File: src/rtl/dmem_mover_pkg.sv
// rtl/dmem_mover_pkg.sv - shared modes, states and sizes for the data-memory mover
package dmem_mover_pkg;

  localparam int AW_DEF  = 6;
  localparam int DW_DEF  = 32;
  localparam int MAX_LEN = 64;

  localparam logic [1:0] MODE_COPY  = 2'b00;
  localparam logic [1:0] MODE_FILL  = 2'b01;
  localparam logic [1:0] MODE_CHECK = 2'b10;
  localparam logic [1:0] MODE_RSVD  = 2'b11;

  typedef enum logic [2:0] {
    ST_IDLE,
    ST_RD,
    ST_WR,
    ST_FILL,
    ST_CHK,
    ST_DONE
  } state_t;

endpackage

File: src/rtl/dmem_agen.sv
// rtl/dmem_agen.sv - wrapping source/destination pointer pair with word counter and terminal flag
module dmem_agen #(
  parameter int AW = 6,
  parameter int LW = 7
) (
  input  logic          clk,
  input  logic          rst,
  input  logic          load,
  input  logic          step,
  input  logic [AW-1:0] src_init,
  input  logic [AW-1:0] dst_init,
  input  logic [LW-1:0] len_init,
  output logic [AW-1:0] dst_ptr,
  output logic [AW-1:0] src_next,
  output logic [AW-1:0] dst_next,
  output logic          last
);

  logic [AW-1:0] src_ptr;
  logic [LW-1:0] cnt;
  logic [LW-1:0] len_r;

  always_ff @(posedge clk) begin
    if (rst) begin
      src_ptr <= '0;
      dst_ptr <= '0;
      cnt     <= '0;
      len_r   <= '0;
    end else if (load) begin
      src_ptr <= src_init;
      dst_ptr <= dst_init;
      cnt     <= '0;
      len_r   <= len_init;
    end else if (step) begin
      src_ptr <= src_next;
      dst_ptr <= dst_next;
      cnt     <= cnt + LW'(1);
    end
  end

  // Pointers are exactly AW bits wide, so the increment wraps modulo the memory depth.
  assign src_next = src_ptr + AW'(1);
  assign dst_next = dst_ptr + AW'(1);
  assign last     = (cnt + LW'(1)) == len_r;

endmodule

File: src/rtl/dmem_mover.sv
// rtl/dmem_mover.sv - COPY/FILL/CHECK block engine driving the single-port data memory
module dmem_mover
  import dmem_mover_pkg::*;
#(
  parameter int AW = AW_DEF,
  parameter int DW = DW_DEF,
  parameter int LW = AW + 1
) (
  input  logic          clk,
  input  logic          rst,
  input  logic          start,
  input  logic [1:0]    mode,
  input  logic [AW-1:0] src,
  input  logic [AW-1:0] dst,
  input  logic [LW-1:0] len,
  input  logic [DW-1:0] pattern,
  output logic          busy,
  output logic          done,
  output logic [LW-1:0] err_cnt,
  output logic          mem_we,
  output logic [AW-1:0] mem_a,
  output logic [DW-1:0] mem_d,
  input  logic [DW-1:0] mem_q
);

  state_t        state;
  logic [DW-1:0] pattern_r;
  logic          fill_we;
  logic [LW-1:0] len_c;
  logic          load;
  logic          step;
  logic          last;
  logic          finish;
  logic [AW-1:0] dst_ptr;
  logic [AW-1:0] src_next;
  logic [AW-1:0] dst_next;

  assign len_c  = (len > LW'(MAX_LEN)) ? LW'(MAX_LEN) : len;
  assign load   = (state == ST_IDLE) && start;
  assign step   = (state == ST_WR) || (state == ST_FILL) || (state == ST_CHK);
  assign finish = step && last;

  dmem_agen #(.AW(AW), .LW(LW)) u_agen (
    .clk      (clk),
    .rst      (rst),
    .load     (load),
    .step     (step),
    .src_init (src),
    .dst_init (dst),
    .len_init (len_c),
    .dst_ptr  (dst_ptr),
    .src_next (src_next),
    .dst_next (dst_next),
    .last     (last)
  );

  // Memory-side outputs are registered, so each transition loads what the next state presents.
  always_ff @(posedge clk) begin
    if (rst) begin
      state     <= ST_IDLE;
      busy      <= 1'b0;
      done      <= 1'b0;
      err_cnt   <= '0;
      mem_we    <= 1'b0;
      mem_a     <= '0;
      mem_d     <= '0;
      pattern_r <= '0;
      fill_we   <= 1'b0;
    end else begin
      done <= 1'b0;
      if (state == ST_CHK && mem_q != pattern_r && err_cnt != LW'(MAX_LEN))
        err_cnt <= err_cnt + LW'(1);
      if (finish) begin
        state  <= ST_DONE;
        done   <= 1'b1;
        busy   <= 1'b0;
        mem_we <= 1'b0;
        mem_a  <= '0;
        mem_d  <= '0;
      end else begin
        case (state)
          ST_IDLE: begin
            if (start) begin
              pattern_r <= pattern;
              err_cnt   <= '0;
              fill_we   <= (mode != MODE_RSVD);
              if (len_c == '0) begin
                state <= ST_DONE;
                done  <= 1'b1;
              end else begin
                busy <= 1'b1;
                case (mode)
                  MODE_COPY: begin
                    state <= ST_RD;
                    mem_a <= src;
                  end
                  MODE_CHECK: begin
                    state <= ST_CHK;
                    mem_a <= src;
                  end
                  default: begin
                    state  <= ST_FILL;
                    mem_a  <= dst;
                    mem_d  <= pattern;
                    mem_we <= (mode != MODE_RSVD);
                  end
                endcase
              end
            end
          end
          ST_RD: begin
            // mem_d doubles as the hold register for the word just read.
            state  <= ST_WR;
            mem_a  <= dst_ptr;
            mem_d  <= mem_q;
            mem_we <= 1'b1;
          end
          ST_WR: begin
            state  <= ST_RD;
            mem_a  <= src_next;
            mem_d  <= '0;
            mem_we <= 1'b0;
          end
          ST_FILL: begin
            mem_a  <= dst_next;
            mem_d  <= pattern_r;
            mem_we <= fill_we;
          end
          ST_CHK: begin
            mem_a <= src_next;
          end
          ST_DONE: begin
            state <= ST_IDLE;
          end
          default: begin
            state <= ST_IDLE;
          end
        endcase
      end
    end
  end

endmodule

File: config.mk
export PLATFORM = sky130hd
export DESIGN_NAME = dmem_mover
export DESIGN_NICKNAME = d
export VERILOG_FILES = /design/src/rtl/dmem_mover_pkg.sv /design/src/rtl/dmem_agen.sv /design/src/rtl/dmem_mover.sv
export SDC_FILE = /design/constraint.sdc
export NUM_CORES = 1
export LEC_CHECK = 0
export BUFFER_PORTS_ARGS = -buffer_cell sky130_fd_sc_hd__buf_4
export CORE_AREA = 4 4 111 113
export CTS_BUF_LIST = sky130_fd_sc_hd__clkbuf_16
export CTS_CLUSTER_DIAMETER = 60
export DETAILED_ROUTE_END_ITERATION = 10
export DIE_AREA = 0 0 115 117
export PLACE_DENSITY = 0.8
export SKIP_CTS_REPAIR_TIMING = 1
export SLEW_MARGIN = 20
export SYNTH_ARGS = -nofsm -noshare
export SYNTH_HDL_FRONTEND = slang
export SYNTH_SLANG_ARGS = --single-unit
File: constraint.sdc
create_clock -name clk -period 2.1 [get_ports clk]
set_input_delay 0.105 -clock clk [delete_from_list [all_inputs] [get_ports clk]]
set_output_delay 0.105 -clock clk [all_outputs]
set_load 0.01 [all_outputs]
# Yosys cells after proc, flatten, opt, wreduce, memory -nomap -nowiden
# Index checks and enable logic that the tools add are counted.
[word_totals] register_bits=110 in_bits=88
[op_classes] magnitude_cmp=1 n_bitwise=3 n_eq_ne=14 muxes=30 n_reduce_logical=23 addsub=4
[op_table] cell="one-hot mux 32 bit (4 select lines)" count=1
[op_table] cell="2-to-1 mux 32 bit" count=3
[op_table] cell="2-to-1 mux 6 bit" count=7
[op_table] cell="2-to-1 mux 7 bit" count=5
[op_table] cell="inequality test 32 bit" count=1
[op_table] cell="one-hot mux 6 bit (4 select lines)" count=1
[op_table] cell="adder 7 x 1 -> 7 bit, second input constant" count=2
[op_table] cell="adder 6 x 1 -> 6 bit, second input constant" count=2
[op_table] cell="one-hot mux 3 bit (4 select lines)" count=1
[op_table] cell="OR reduction 2 bit" count=5
[op_table] cell="2-to-1 mux 3 bit" count=3
[op_table] cell="AND reduction 3 bit" count=3
[op_table] cell="inequality test 2 bit, second input constant" count=4
[op_table] cell="nonzero test 4 bit" count=2
[op_table] cell="== test 7 bit" count=1
[op_table] cell="> comparator 7 bit, second input constant" count=1
[op_table] cell="zero test 7 bit" count=1
[op_table] cell="2-to-1 mux 1 bit" count=7
[op_table] cell="inequality test 7 bit, second input constant" count=1
[op_table] cell="== test 3 x 2 -> 1 bit, second input constant" count=2
[op_table] cell="one-hot mux 3 bit (2 select lines)" count=1
[op_table] cell="logical AND 1 bit" count=4
[op_table] cell="one-hot mux 1 bit (4 select lines)" count=1
[op_table] cell="AND reduction 2 bit" count=2
[op_table] cell="other kinds (11)" count=14

# Logic depth before layout (Yosys ltp)
# Gate-level depths: netlist of the first run.
[logic_depth] ltp_word=7 ltp_mapped=7

# By module
# A second synthesis of the first run with hierarchy kept.
[unflattened] cells_unflattened=747 hier_area_um2=6170.9
[by_module_without_submodules] module="dmem_mover" instances=1 seq_area_each_um2=1681.6 cells_each=581 area_per_inst_um2=4724.5
[by_module_without_submodules] module="dmem_agen" instances=1 seq_area_each_um2=520.5 cells_each=166 area_per_inst_um2=1446.4

# Worst setup path after synthesis of the first run
# OpenSTA, ideal clock, no wires.
[synth_timing] path_kind="flip-flop to flip-flop" startpoint="register u_agen.cnt[0]" endpoint="register mem_a[2]" path_stages_with_launch=8 arrival_time_ns=1.766 synth_period_minus_slack_ns=1.839 setup_slack_ns=0.261 required_time_ns=2.027 cell_sequence="dfxtp_1 > ha_1 > nand3_1 > o311ai_0 > nor3_1 > a41o_4 > buf_6 > nor3_4"
[synth_via] elab_chain_len=4
[synth_lines] item="start, declared" line_no="dmem_agen.sv:20" text="logic [LW-1:0] cnt;"
[synth_lines] item="start signal, assigned" line_no="dmem_agen.sv:37" text="cnt <= cnt + LW'(1);"
[synth_lines] item="adder 7 x 1 -> 7 bit" line_no="dmem_agen.sv:44" text="assign last = (cnt + LW'(1)) == len_r;"
[synth_lines] item="== test 7 bit" line_no="dmem_agen.sv:44"
[synth_lines] item="logical AND 1 bit" line_no="dmem_mover.sv:41" text="assign finish = step && last;"
[synth_lines] item="OR reduction 2 bit (no source line)"
[synth_lines] item="end signal, assigned" line_no="dmem_mover.sv:95" text="mem_a <= src;"
[synth_lines] item="end signal, assigned" line_no="dmem_mover.sv:99" text="mem_a <= src;"
[synth_lines] item="end signal, assigned" line_no="dmem_mover.sv:103" text="mem_a <= dst;"
[synth_lines] item="end, declared" line_no="dmem_mover.sv:21" text="output logic [AW-1:0] mem_a,"
# No other way between the ends.
# A chain may end at the register's enable or synchronous reset.

# Final worst setup path of the first run
[layout_timing] startpoint="register u_agen.cnt[1]" endpoint="register mem_d[17]"
[layout_via] elab_chain_len=4
[layout_lines] item="adder 7 x 1 -> 7 bit" line_no="dmem_agen.sv:44"
[layout_lines] item="== test 7 bit" line_no="dmem_agen.sv:44"
[layout_lines] item="logical AND 1 bit" line_no="dmem_mover.sv:41"
[layout_lines] item="OR reduction 2 bit (no source line)"
[layout_lines] item="end signal, assigned" line_no="dmem_mover.sv:104" text="mem_d <= pattern;"
[layout_lines] item="end signal, assigned" line_no="dmem_mover.sv:115" text="mem_d <= mem_q;"
[layout_lines] item="end signal, assigned" line_no="dmem_mover.sv:126" text="mem_d <= pattern_r;"
[layout_lines] item="end, declared" line_no="dmem_mover.sv:22" text="output logic [DW-1:0] mem_d,"
# No other way between the ends.

==> impl_metrics.py, run 1 <==
metrics = {
    "synthesis": {
        "ys_warn_count": 0,
        "synth_nets": 831,
        "netlist_area_um2": 6140,
        "ys_types": 63,
        "syn_inst": 738,
        "synth-main-ff-cell": "dfxtp_1",
        "synth_edf_count": 0,
        "ys_ff_latch": 110,
        "syn_area_per_cell_um2": 8.32,
        "seq_area_frac_synth_pct": 35.9,
        "async_flop_share_pct": 0,
    },
    "sta": {
        "worst_pin_slew_ns": 0.733,
        "post-route-period-util_pct": 93.7,
        "relSlewSlack_pct": 51.2,
        "tns_ns": 0,
        "clock_skew_ns": 0.00595,
        "fin_crit_ns": 1.97,
        "drv_slew": 0,
        "rsz0062_at_grt": "no",
        "hold_violations": 4,
        "setup_viol": 0,
        "whs_ns": -0.00450,
        "fmax_mhz": 508,
        "finalWorstSetupSlack_ns": 0.132,
    },
    "flow_run": {
        "cap_violations": 0,
    },
    "critical_path": {
        "end_kind": "register",
        "critPathKind": "register to register",
        "crit_family": "compound AO/OA/AOI/OAI gates",
        "ff2ff_path_depth": 7,
        "path_depth": 7,
        "cpPeakStageDelay_ns": 0.40,
        "cp_slowest_cell": "dfxtp_1",
        "crit_start": "u_agen.cnt[1]",
        "path_cells": "ha_2 > nand3_1 > o311ai_1 > nor3_2 > a41o_4 > buf_12 > a211oi_2",
        "crit_buf_inv": 1,
        "cp.arrival_ns": 2.24,
        "reg2reg_to": "mem_d[17]",
        "regToRegSetupSlack_ns": 0.13,
        "crit_end": "mem_d[17]",
        "worstSetupStartpointType": "register",
        "critPathRequiredTime_ns": 2.38,
        "path_max_fanout": 18,
        "timing.rr.start": "u_agen.cnt[1]",
    },
    "detailed_routing": {
        "drt_iter0_drc": 463,
        "vias": 6005,
        "drtPass1Iterations": 5,
        "drt-wirelength-per-cell_um": 18.0,
        "drtAntennaViolNets": 0,
        "via_per_inst": 5.93,
        "routed_wl_mm": 18.2,
        "drc": 0,
    },
    "placed_design": {
        "hpwl_mm": 13.0,
        "numPortBuffers": 135,
        "placed_cells": 993,
        "gp_congestion": 0.891,
        "dp_worst_setup_slack_ns": 0.0720,
    },
    "grt": {
        "grt_max_degree": 64,
        "antenna_found_initial": 0,
        "overflow": 0,
        "grt_pass1_wl_mm": 28.4,
        "grt_pass1_vias": 5847,
        "grt_usage_pct": 26.6,
    },
    "hold_path": {
        "hold_class": "input pin to register",
    },
    "power": {
        "power_leakage_nw": 2.96,
        "p_per_area_nw_per_um2": 819,
        "irDropWorstVdd_mv": 0.788,
    },
    "die": {
        "die_width_um": 115,
        "dieArea_um2": 13500,
        "start_util_pct": 54.2,
        "ios": 136,
        "coreArea_um2": 11300,
        "die_y_um": 117,
        "rows": 39,
    },
    "finish": {
        "num_antenna_cells": 0,
        "nets": 958,
        "drive_above_1_share_pct": 26.9,
        "final_cell_count_no_fill": 1012,
        "area_growth_pct": 25.6,
        "fill_cells": 905,
    },
    "clocking": {
        "clk_latency_ns": 0.36,
        "clk_pin_slew_ns": 0.07,
        "cts_buffer_depth": 2,
        "cts_num_sinks": 110,
        "cts_tree": "done",
        "ctsRootBufferMaster": "clkbuf_16",
        "ctsHtreeMaxLevel": 3,
        "cts_buffers": 9,
    },
    "status": {
        "violations": "negative hold slack",
        "outcome": "complete, but fails checks",
    },
}
logic make-up after synthesis:
kind of cell	after synthesis	share of synthesized area [%]
and+or+nand+nor	272	20.3
AOI/OAI and AO/OA	190	22.5
DFF	110	35.9
buffers and inverters	58	4.42
xor gates and xnor gates	55	7.85
muxes	48	8.09
adders and majority gates	5	1.02
layer usage:
metal / routed length [um] / vias to the layer above / GRT usage [%]
met5: 0 / - / 0
met4: 550 / 0 / 11.5
met3: 1730 / 41 / 8.33
met2: 8540 / 301 / 43.1
met1: 7390 / 2813 / 32.8
li1: - / 2850 / -
layout make-up:
class	count	area, um2	share of cell area [%]
Timing Repair Buffer	167	1290	16.7
Inverter	7	26.3	0.341
Clock inverter	6	93.8	1.22
Clock buffer	9	225	2.92
Sequential cell	110	2200	28.6
Tap cell	143	179	2.32
Multi-Input combinational cell	570	3700	47.9
through the flow:
step	utilization (%)	hold slack, ns	cell area (um2)	power, W
after floorplan	-	0.214	6140	0.00372
after global placement	64.9	0.337	7340	0.00441
after detailed placement	64.9	0.342	7340	0.00445
after CTS	67.7	-0.0441	7660	0.00632
after global routing	68.1	0.00241	7710	0.00660
final	68.1	-0.00450	7710	0.00632
layout by cell type (no fill, tap or decap), types with 3 or more instances in the layout:
cell type / n
o21a_1: 3
nand4_1: 11
nand3_1: 8
dlygate4sd3_1: 4
a21oi_1: 88
nor3_1: 8
buf_4: 161
nor2_1: 103
dfxtp_1: 108
o31ai_1: 3
ha_1: 4
nand2_1: 99
a21o_1: 3
a31oi_1: 3
a222oi_1: 4
nand2b_1: 3
a221oi_1: 5
xor2_1: 10
a211oi_2: 34
o211ai_1: 3
nor2b_1: 3
mux2_2: 3
clkbuf_16: 9
and3_1: 3
or3_1: 9
inv_1: 7
mux2i_1: 44
xnor2_1: 45
a211oi_1: 5
nand3b_1: 7
o21bai_1: 3
o21ai_0: 15
worst min-delay path by stage:
| stage | startpoint | to | slack, ns | depth (start not counted) |
|---|---|---|---|---|
| 3_5_place_dp | mode[1] | fill_we | 0.34 | 2 |
| 6_report | src[4] | u_agen.src_ptr[4] | -0.005 | 3 |
| 4_1_cts | mode[1] | fill_we | -0.04 | 2 |
| 2_1_floorplan | mode[1] | fill_we | 0.21 | 1 |
| 5_1_grt | pattern[20] | pattern_r[20] | 0.002 | 3 |
| 3_3_place_gp | mode[1] | fill_we | 0.34 | 2 |
cell usage after synthesis, types with 4 or more instances:
master    number  area (um2)
nor3_1         9        45.0
o21ai_0       16        80.1
buf_6          4        45.0
xnor2_1       45         394
clkbuf_1      29         109
a211oi_1       5        37.5
inv_1          7        26.3
mux2i_1       44         440
nand4_1       11        68.8
ha_1           5        62.6
nand3_1        8        40.0
nor2_1       103         387
a21oi_1       89         445
or3_1          9        56.3
a221oi_1       5        43.8
dfxtp_1      110        2200
nand3b_1       7        52.6
xor2_1        10        87.6
nand2_1       99         372
a222oi_1       4        40.0
buf_2         16        80.1
a211oi_2      34         425
sequential cells by signal, indices dropped and copies added, names as in the netlist, 6 cells and up:
signal	flops
err_cnt	7
mem_d	32
u_agen.src_ptr	6
mem_a	6
u_agen.cnt	7
u_agen.len_r	7
pattern_r	32
u_agen.dst_ptr	6
tightest hold or removal path, delay by kind of cell:
kind            cells  cell delay, ns
buf+inv             1            0.09
simple gates        1            0.07
compound gates      1            0.06
power by group:
part	internal [W]	total (W)	switching, W
Clock	0.00105	0.00187	0.000817
Sequential	0.00232	0.00252	0.000198
Combinational	0.000858	0.00193	0.00107
Power figures use the tool's default switching activity.
==> run 2: changes to the inputs <==
==> constraint.sdc (replaced) <==
create_clock -name clk -period 2.1 [get_ports clk]
set_input_delay 0.42 -clock clk [delete_from_list [all_inputs] [get_ports clk]]
set_output_delay 0.42 -clock clk [all_outputs]
set_load 0.01 [all_outputs]
==> run 2 against run 1 <==
  * The flow now finishes without violations
  * Routed wire length fell by 1.4%
  * Global-route usage down 0.078 points
  * Non-clock buffer count grew 4
  * Count of clock-buffer cells in the layout unchanged
  * Power shrank 1.3%
  * Sequential share of layout area is 0.076 points lower
  * Die area stayed put
  * Core utilization increased by 0.14 points
  * Sequential cell count unchanged
  * First-iteration DRC count decreased by 0.43%
  * Critical path type unchanged
  * Largest cell class unchanged
  * Highest routed layer unchanged
==> impl_metrics.py, run 2 (synthesis results as in run 1) <==
metrics = {
    "critical_path": {
        "timing.rr.start": "u_agen.src_ptr[0]",
        "end_kind": "register",
        "regToRegSetupSlack_ns": 0.12,
        "reg2reg_to": "mem_a[4]",
        "cpPeakStageDelay_ns": 0.49,
        "worstSetupStartpointType": "register",
        "path_max_fanout": 7,
        "cp_slowest_cell": "dfxtp_1",
        "ff2ff_path_depth": 6,
        "critPathKind": "register to register",
        "path_cells": "ha_1 > nand3_1 > xor2_1 > mux2i_1 > a211oi_1 > a211oi_2",
        "cp.arrival_ns": 2.21,
        "critPathRequiredTime_ns": 2.33,
    },
    "power": {
        "seqPwrFrac_pct": 40.5,
        "switching_share_pct": 33.7,
        "power_leakage_nw": 2.98,
        "power_w": 0.00623,
        "p_per_area_nw_per_um2": 806,
        "switchingPower_w": 0.00210,
        "comb_power_share_pct": 31.2,
        "irDropWorstVdd_mv": 0.600,
        "power.share.clock_pct": 28.3,
        "power.internal_w": 0.00413,
    },
    "detailed_routing": {
        "vias": 5987,
        "drc": 0,
        "drtAntennaViolNets": 0,
        "drtPass1Iterations": 5,
        "drt_iter0_drc": 461,
        "routed_wl_mm": 18.0,
        "via_per_inst": 5.89,
        "drt-wirelength-per-cell_um": 17.7,
    },
    "clocking": {
        "cts_buffers": 9,
        "ctsRootBufferMaster": "clkbuf_16",
        "cts_tree": "done",
        "ctsHtreeMaxLevel": 3,
        "clk_latency_ns": 0.36,
        "clk_pin_slew_ns": 0.07,
        "cts_buffer_depth": 2,
        "cts_num_sinks": 110,
    },
    "sta": {
        "relSlewSlack_pct": 53.3,
        "hold_violations": 0,
        "fmax_mhz": 505,
        "tns_ns": 0,
        "drv_slew": 0,
        "finalWorstSetupSlack_ns": 0.121,
        "clock_skew_ns": 0.00883,
        "setup_viol": 0,
        "post-route-period-util_pct": 94.2,
        "fin_crit_ns": 1.98,
        "worst_pin_slew_ns": 0.700,
        "rsz0062_at_grt": "no",
    },
    "die": {
        "start_util_pct": 54.2,
        "die_y_um": 117,
        "dieArea_um2": 13500,
        "coreArea_um2": 11300,
        "die_width_um": 115,
        "ios": 136,
        "rows": 39,
    },
    "placed_design": {
        "gp_congestion": 0.965,
        "dp_worst_setup_slack_ns": 0.0661,
        "hpwl_mm": 13.1,
        "placed_cells": 1000,
        "placed_cell_area_um2": 7420,
        "numPortBuffers": 135,
    },
    "grt": {
        "grt_pass1_wl_mm": 28.3,
        "grt_max_degree": 41,
        "overflow": 0,
        "grt_pass1_vias": 5775,
        "antenna_found_initial": 0,
        "grt_usage_pct": 26.6,
    },
    "hold_path": {
        "hold_start": "mode[1]",
        "hold_class": "input pin to register",
        "holdPathEnd": "fill_we",
        "hold_path_depth": 2,
    },
    "finish": {
        "final_area_um2": 7730,
        "num_antenna_cells": 0,
        "drive_above_1_share_pct": 27.6,
        "final_common_cell": "buf_4",
        "area_growth_pct": 25.9,
        "final_cell_mix": "167 x buf_4, 109 x dfxtp_1, 103 x nor2_1",
        "nets": 962,
        "fill_cells": 898,
        "largestRegisters": "mem_d (32), pattern_r (32)",
        "final_cell_count_no_fill": 1017,
    },
    "flow_run": {
        "cap_violations": 0,
    },
    "status": {
        "outcome": "finished, final reports clean",
    },
}
## run 2: critical path, delay by kind of cell (launching register included)
kind,cells,cell delay [ns]
multiplexers,1,0.13
XOR/XNOR,1,0.33
adder cells (fa/ha/maj),1,0.27
AND/OR/NAND/NOR,1,0.12
flip-flops,1,0.49
AO/OA/AOI/OAI,2,0.51
## run 2: per-stage QoR
stage	utilization, %	hold slack (ns)
finish	68.3	0.285
global route	68.3	0.289
CTS	68.2	0.275
detailed placement	65.6	0.459
global placement	65.6	0.458
floorplan	-	0.443
## run 2: power groups by stage
stage               Clock (W)  Sequential [W]  Combinational [W]
floorplan                   0         0.00258            0.00115
global placement            0         0.00256            0.00187
detailed placement          0         0.00256            0.00193
CTS                   0.00177         0.00252            0.00194
global route          0.00186         0.00256            0.00210
finish                0.00176         0.00253            0.00194
## run 2: worst max path at each step
stage / startpoint / endpoint / slack [ns]
2_1_floorplan: len[3] / mem_d[10] / 0.17
3_3_place_gp: len[3] / mem_d[10] / 0.11
3_5_place_dp: len[3] / mem_d[8] / 0.07
4_1_cts: u_agen.cnt[0] / mem_a[1] / 0.05
5_1_grt: state[0] / mem_a[3] / 0.007
6_report: u_agen.src_ptr[0] / mem_a[4] / 0.12
## run 2: cell type report
| type | instances | area (um2) | share of cell area (%) |
|---|---|---|---|
| Multi-Input combinational cell | 570 | 3690 | 47.7 |
| Sequential cell | 110 | 2200 | 28.5 |
| Timing Repair Buffer | 171 | 1330 | 17.3 |
| Clock buffer | 9 | 225 | 2.91 |
| Tap cell | 143 | 179 | 2.31 |
| Clock inverter | 7 | 73.8 | 0.955 |
| Inverter | 7 | 26.3 | 0.340 |
## run 2: routing by layer
metal / global-route usage, % / wire length, um / vias to the layer above / share of wire (%)
met2: 43.8 / 8470 / 288 / 47
met4: 9.70 / 511 / 0 / 2.8
li1: - / - / 2856 / -
met1: 33.5 / 7370 / 2801 / 41
met3: 7.25 / 1600 / 42 / 8.9
met5: 0 / 0 / - / 0
==> run 3: changes to the inputs <==
--- a/config.mk
+++ b/config.mk
@@ -6,12 +6,11 @@
 export NUM_CORES = 1
 export LEC_CHECK = 0
 export BUFFER_PORTS_ARGS = -buffer_cell sky130_fd_sc_hd__buf_4
-export CORE_AREA = 4 4 111 113
+export CORE_AREA = 2 2 163 165
 export CTS_BUF_LIST = sky130_fd_sc_hd__clkbuf_16
 export CTS_CLUSTER_DIAMETER = 60
 export DETAILED_ROUTE_END_ITERATION = 10
-export DIE_AREA = 0 0 115 117
-export PLACE_DENSITY = 0.8
+export DIE_AREA = 0 0 165 167
 export SKIP_CTS_REPAIR_TIMING = 1
 export SLEW_MARGIN = 20
 export SYNTH_ARGS = -nofsm -noshare
==> run 3 against run 2 <==
  * Core utilization shrank 37 points
  * First-iteration DRC count down 1.1%
  * Global-route usage shrank 13 points
  * Clock power decreased by 7%
  * Cell area is 3.1% higher
  * Non-clock buffer count shrank 2
  * Largest cell class unchanged
==> impl_metrics.py, run 3 (synthesis results as in run 1) <==
metrics = {
    "finish": {
        "fill_cells": 2717,
        "largestRegisters": "mem_d (32), pattern_r (32)",
        "final_common_cell": "buf_4",
        "multi_input_area_um2": 3700,
        "ff_latch_area_um2": 2200,
        "num_antenna_cells": 0,
        "utilization_pct": 30.9,
        "nets": 960,
        "drive_above_1_share_pct": 27.2,
        "area_growth_pct": 29.8,
        "final_cell_mix": "162 x buf_4, 109 x dfxtp_1, 103 x nor2_1",
    },
    "clocking": {
        "clk_pin_slew_ns": 0.08,
        "cts_num_sinks": 110,
        "cts_buffers": 9,
        "cts_buffer_depth": 2,
        "clk_latency_ns": 0.36,
        "ctsRootBufferMaster": "clkbuf_16",
        "cts_tree": "done",
        "ctsHtreeMaxLevel": 3,
    },
    "grt": {
        "grt_pass1_vias": 5417,
        "overflow": 0,
        "grt_pass1_wl_mm": 30.0,
        "grt_max_degree": 40,
        "grt_usage_pct": 14.0,
        "antenna_found_initial": 0,
    },
    "die": {
        "ios": 136,
        "coreArea_um2": 25800,
        "die_y_um": 167,
        "die_width_um": 165,
        "rows": 59,
        "start_util_pct": 23.8,
        "dieArea_um2": 27600,
    },
    "critical_path": {
        "cpPeakStageDelay_ns": 0.48,
        "cp_slowest_cell": "dfxtp_1",
        "cp.arrival_ns": 2.24,
        "end_kind": "register",
        "path_max_fanout": 7,
        "worstSetupStartpointType": "register",
        "path_cells": "nand4_2 > or3_1 > and3_1 > a41o_4 > buf_4 > nor3_4",
        "critPathRequiredTime_ns": 2.38,
        "critPathKind": "register to register",
    },
    "sta": {
        "drv_slew": 0,
        "fin_crit_ns": 1.96,
        "clock_skew_ns": 0.0117,
        "setup_viol": 0,
        "worst_pin_slew_ns": 0.778,
        "tns_ns": 0,
        "post-route-period-util_pct": 93.4,
        "rsz0062_at_grt": "no",
        "hold_violations": 0,
        "relSlewSlack_pct": 48.1,
        "fmax_mhz": 510,
    },
    "status": {
        "outcome": "finished, final reports clean",
    },
    "placed_design": {
        "gp_congestion": 0.844,
        "hpwl_mm": 14.0,
        "numPortBuffers": 135,
    },
    "hold_path": {
        "hold_class": "input pin to register",
    },
    "detailed_routing": {
        "vias": 5763,
        "drtAntennaViolNets": 0,
        "drtPass1Iterations": 5,
        "drt_iter0_drc": 456,
        "drt-wirelength-per-cell_um": 16.1,
        "via_per_inst": 4.78,
        "drc": 0,
        "routed_wl_mm": 19.4,
    },
    "power": {
        "power_leakage_nw": 2.98,
        "p_per_area_nw_per_um2": 769,
        "irDropWorstVdd_mv": 0.322,
    },
    "flow_run": {
        "cap_violations": 0,
    },
}
==> run 3: layout make-up <==
cell class / instances / share of cell area [%]
well taps: 335 / 5.26
clock inverters: 6 / 0.487
repair buffers: 169 / 17.0
flip-flops and latches: 110 / 27.7
clock buffers: 9 / 2.83
inverters: 7 / 0.330
multi-input cells: 570 / 46.4
==> run 3: worst paths after layout <==
kind / startpoint / endpoint / slack (ns) / cells after the start
worst max-delay path: u_agen.cnt[2] / mem_a[2] / 0.14 / 6
worst min-delay path: pattern[20] / pattern_r[20] / 0.31 / 3
worst max register to register: u_agen.cnt[2] / mem_a[2] / 0.14 / 6
worst min register to register: u_agen.len_r[1] / u_agen.len_r[1] / 0.48 / 2
==> run 3: metrics by stage <==
stage          total power, W  hold WS, ns  instances  area [um2]  setup slack, ns
2_1_floorplan         0.00372        0.443        738        6140            0.166
3_3_place_gp          0.00454        0.458       1191        7690           0.0550
3_5_place_dp          0.00455        0.458       1191        7690           0.0189
4_1_cts               0.00620        0.288       1206        7960           0.0496
5_1_grt               0.00649        0.290       1206        7970           0.0238
6_report              0.00612        0.311       1206        7970            0.139
==> run 3: routing by layer <==
metal  vias to the layer above  routed length (um)  GRT usage [%]
met1                      2708                8960           19.1
met5                         -                   0              0
met3                        22                1270           3.61
met2                       176                8750           21.7
li1                       2857                   -              -
met4                         0                 450           4.08
==> run 3: power breakdown <==
group          internal [W]  total [W]  switching (W)
Combinational      0.000904    0.00198        0.00108
Sequential          0.00232    0.00251       0.000193
Clock              0.000801    0.00163       0.000824
Total               0.00403    0.00612        0.00210
==> run 3: critical path, delay by kind of cell, from the launching register on <==
family | cells | cell delay, ns
buffers and inverters | 1 | 0.17
AOI/OAI and AO/OA | 1 | 0.30
DFF | 1 | 0.48
and+or+nand+nor | 4 | 0.93
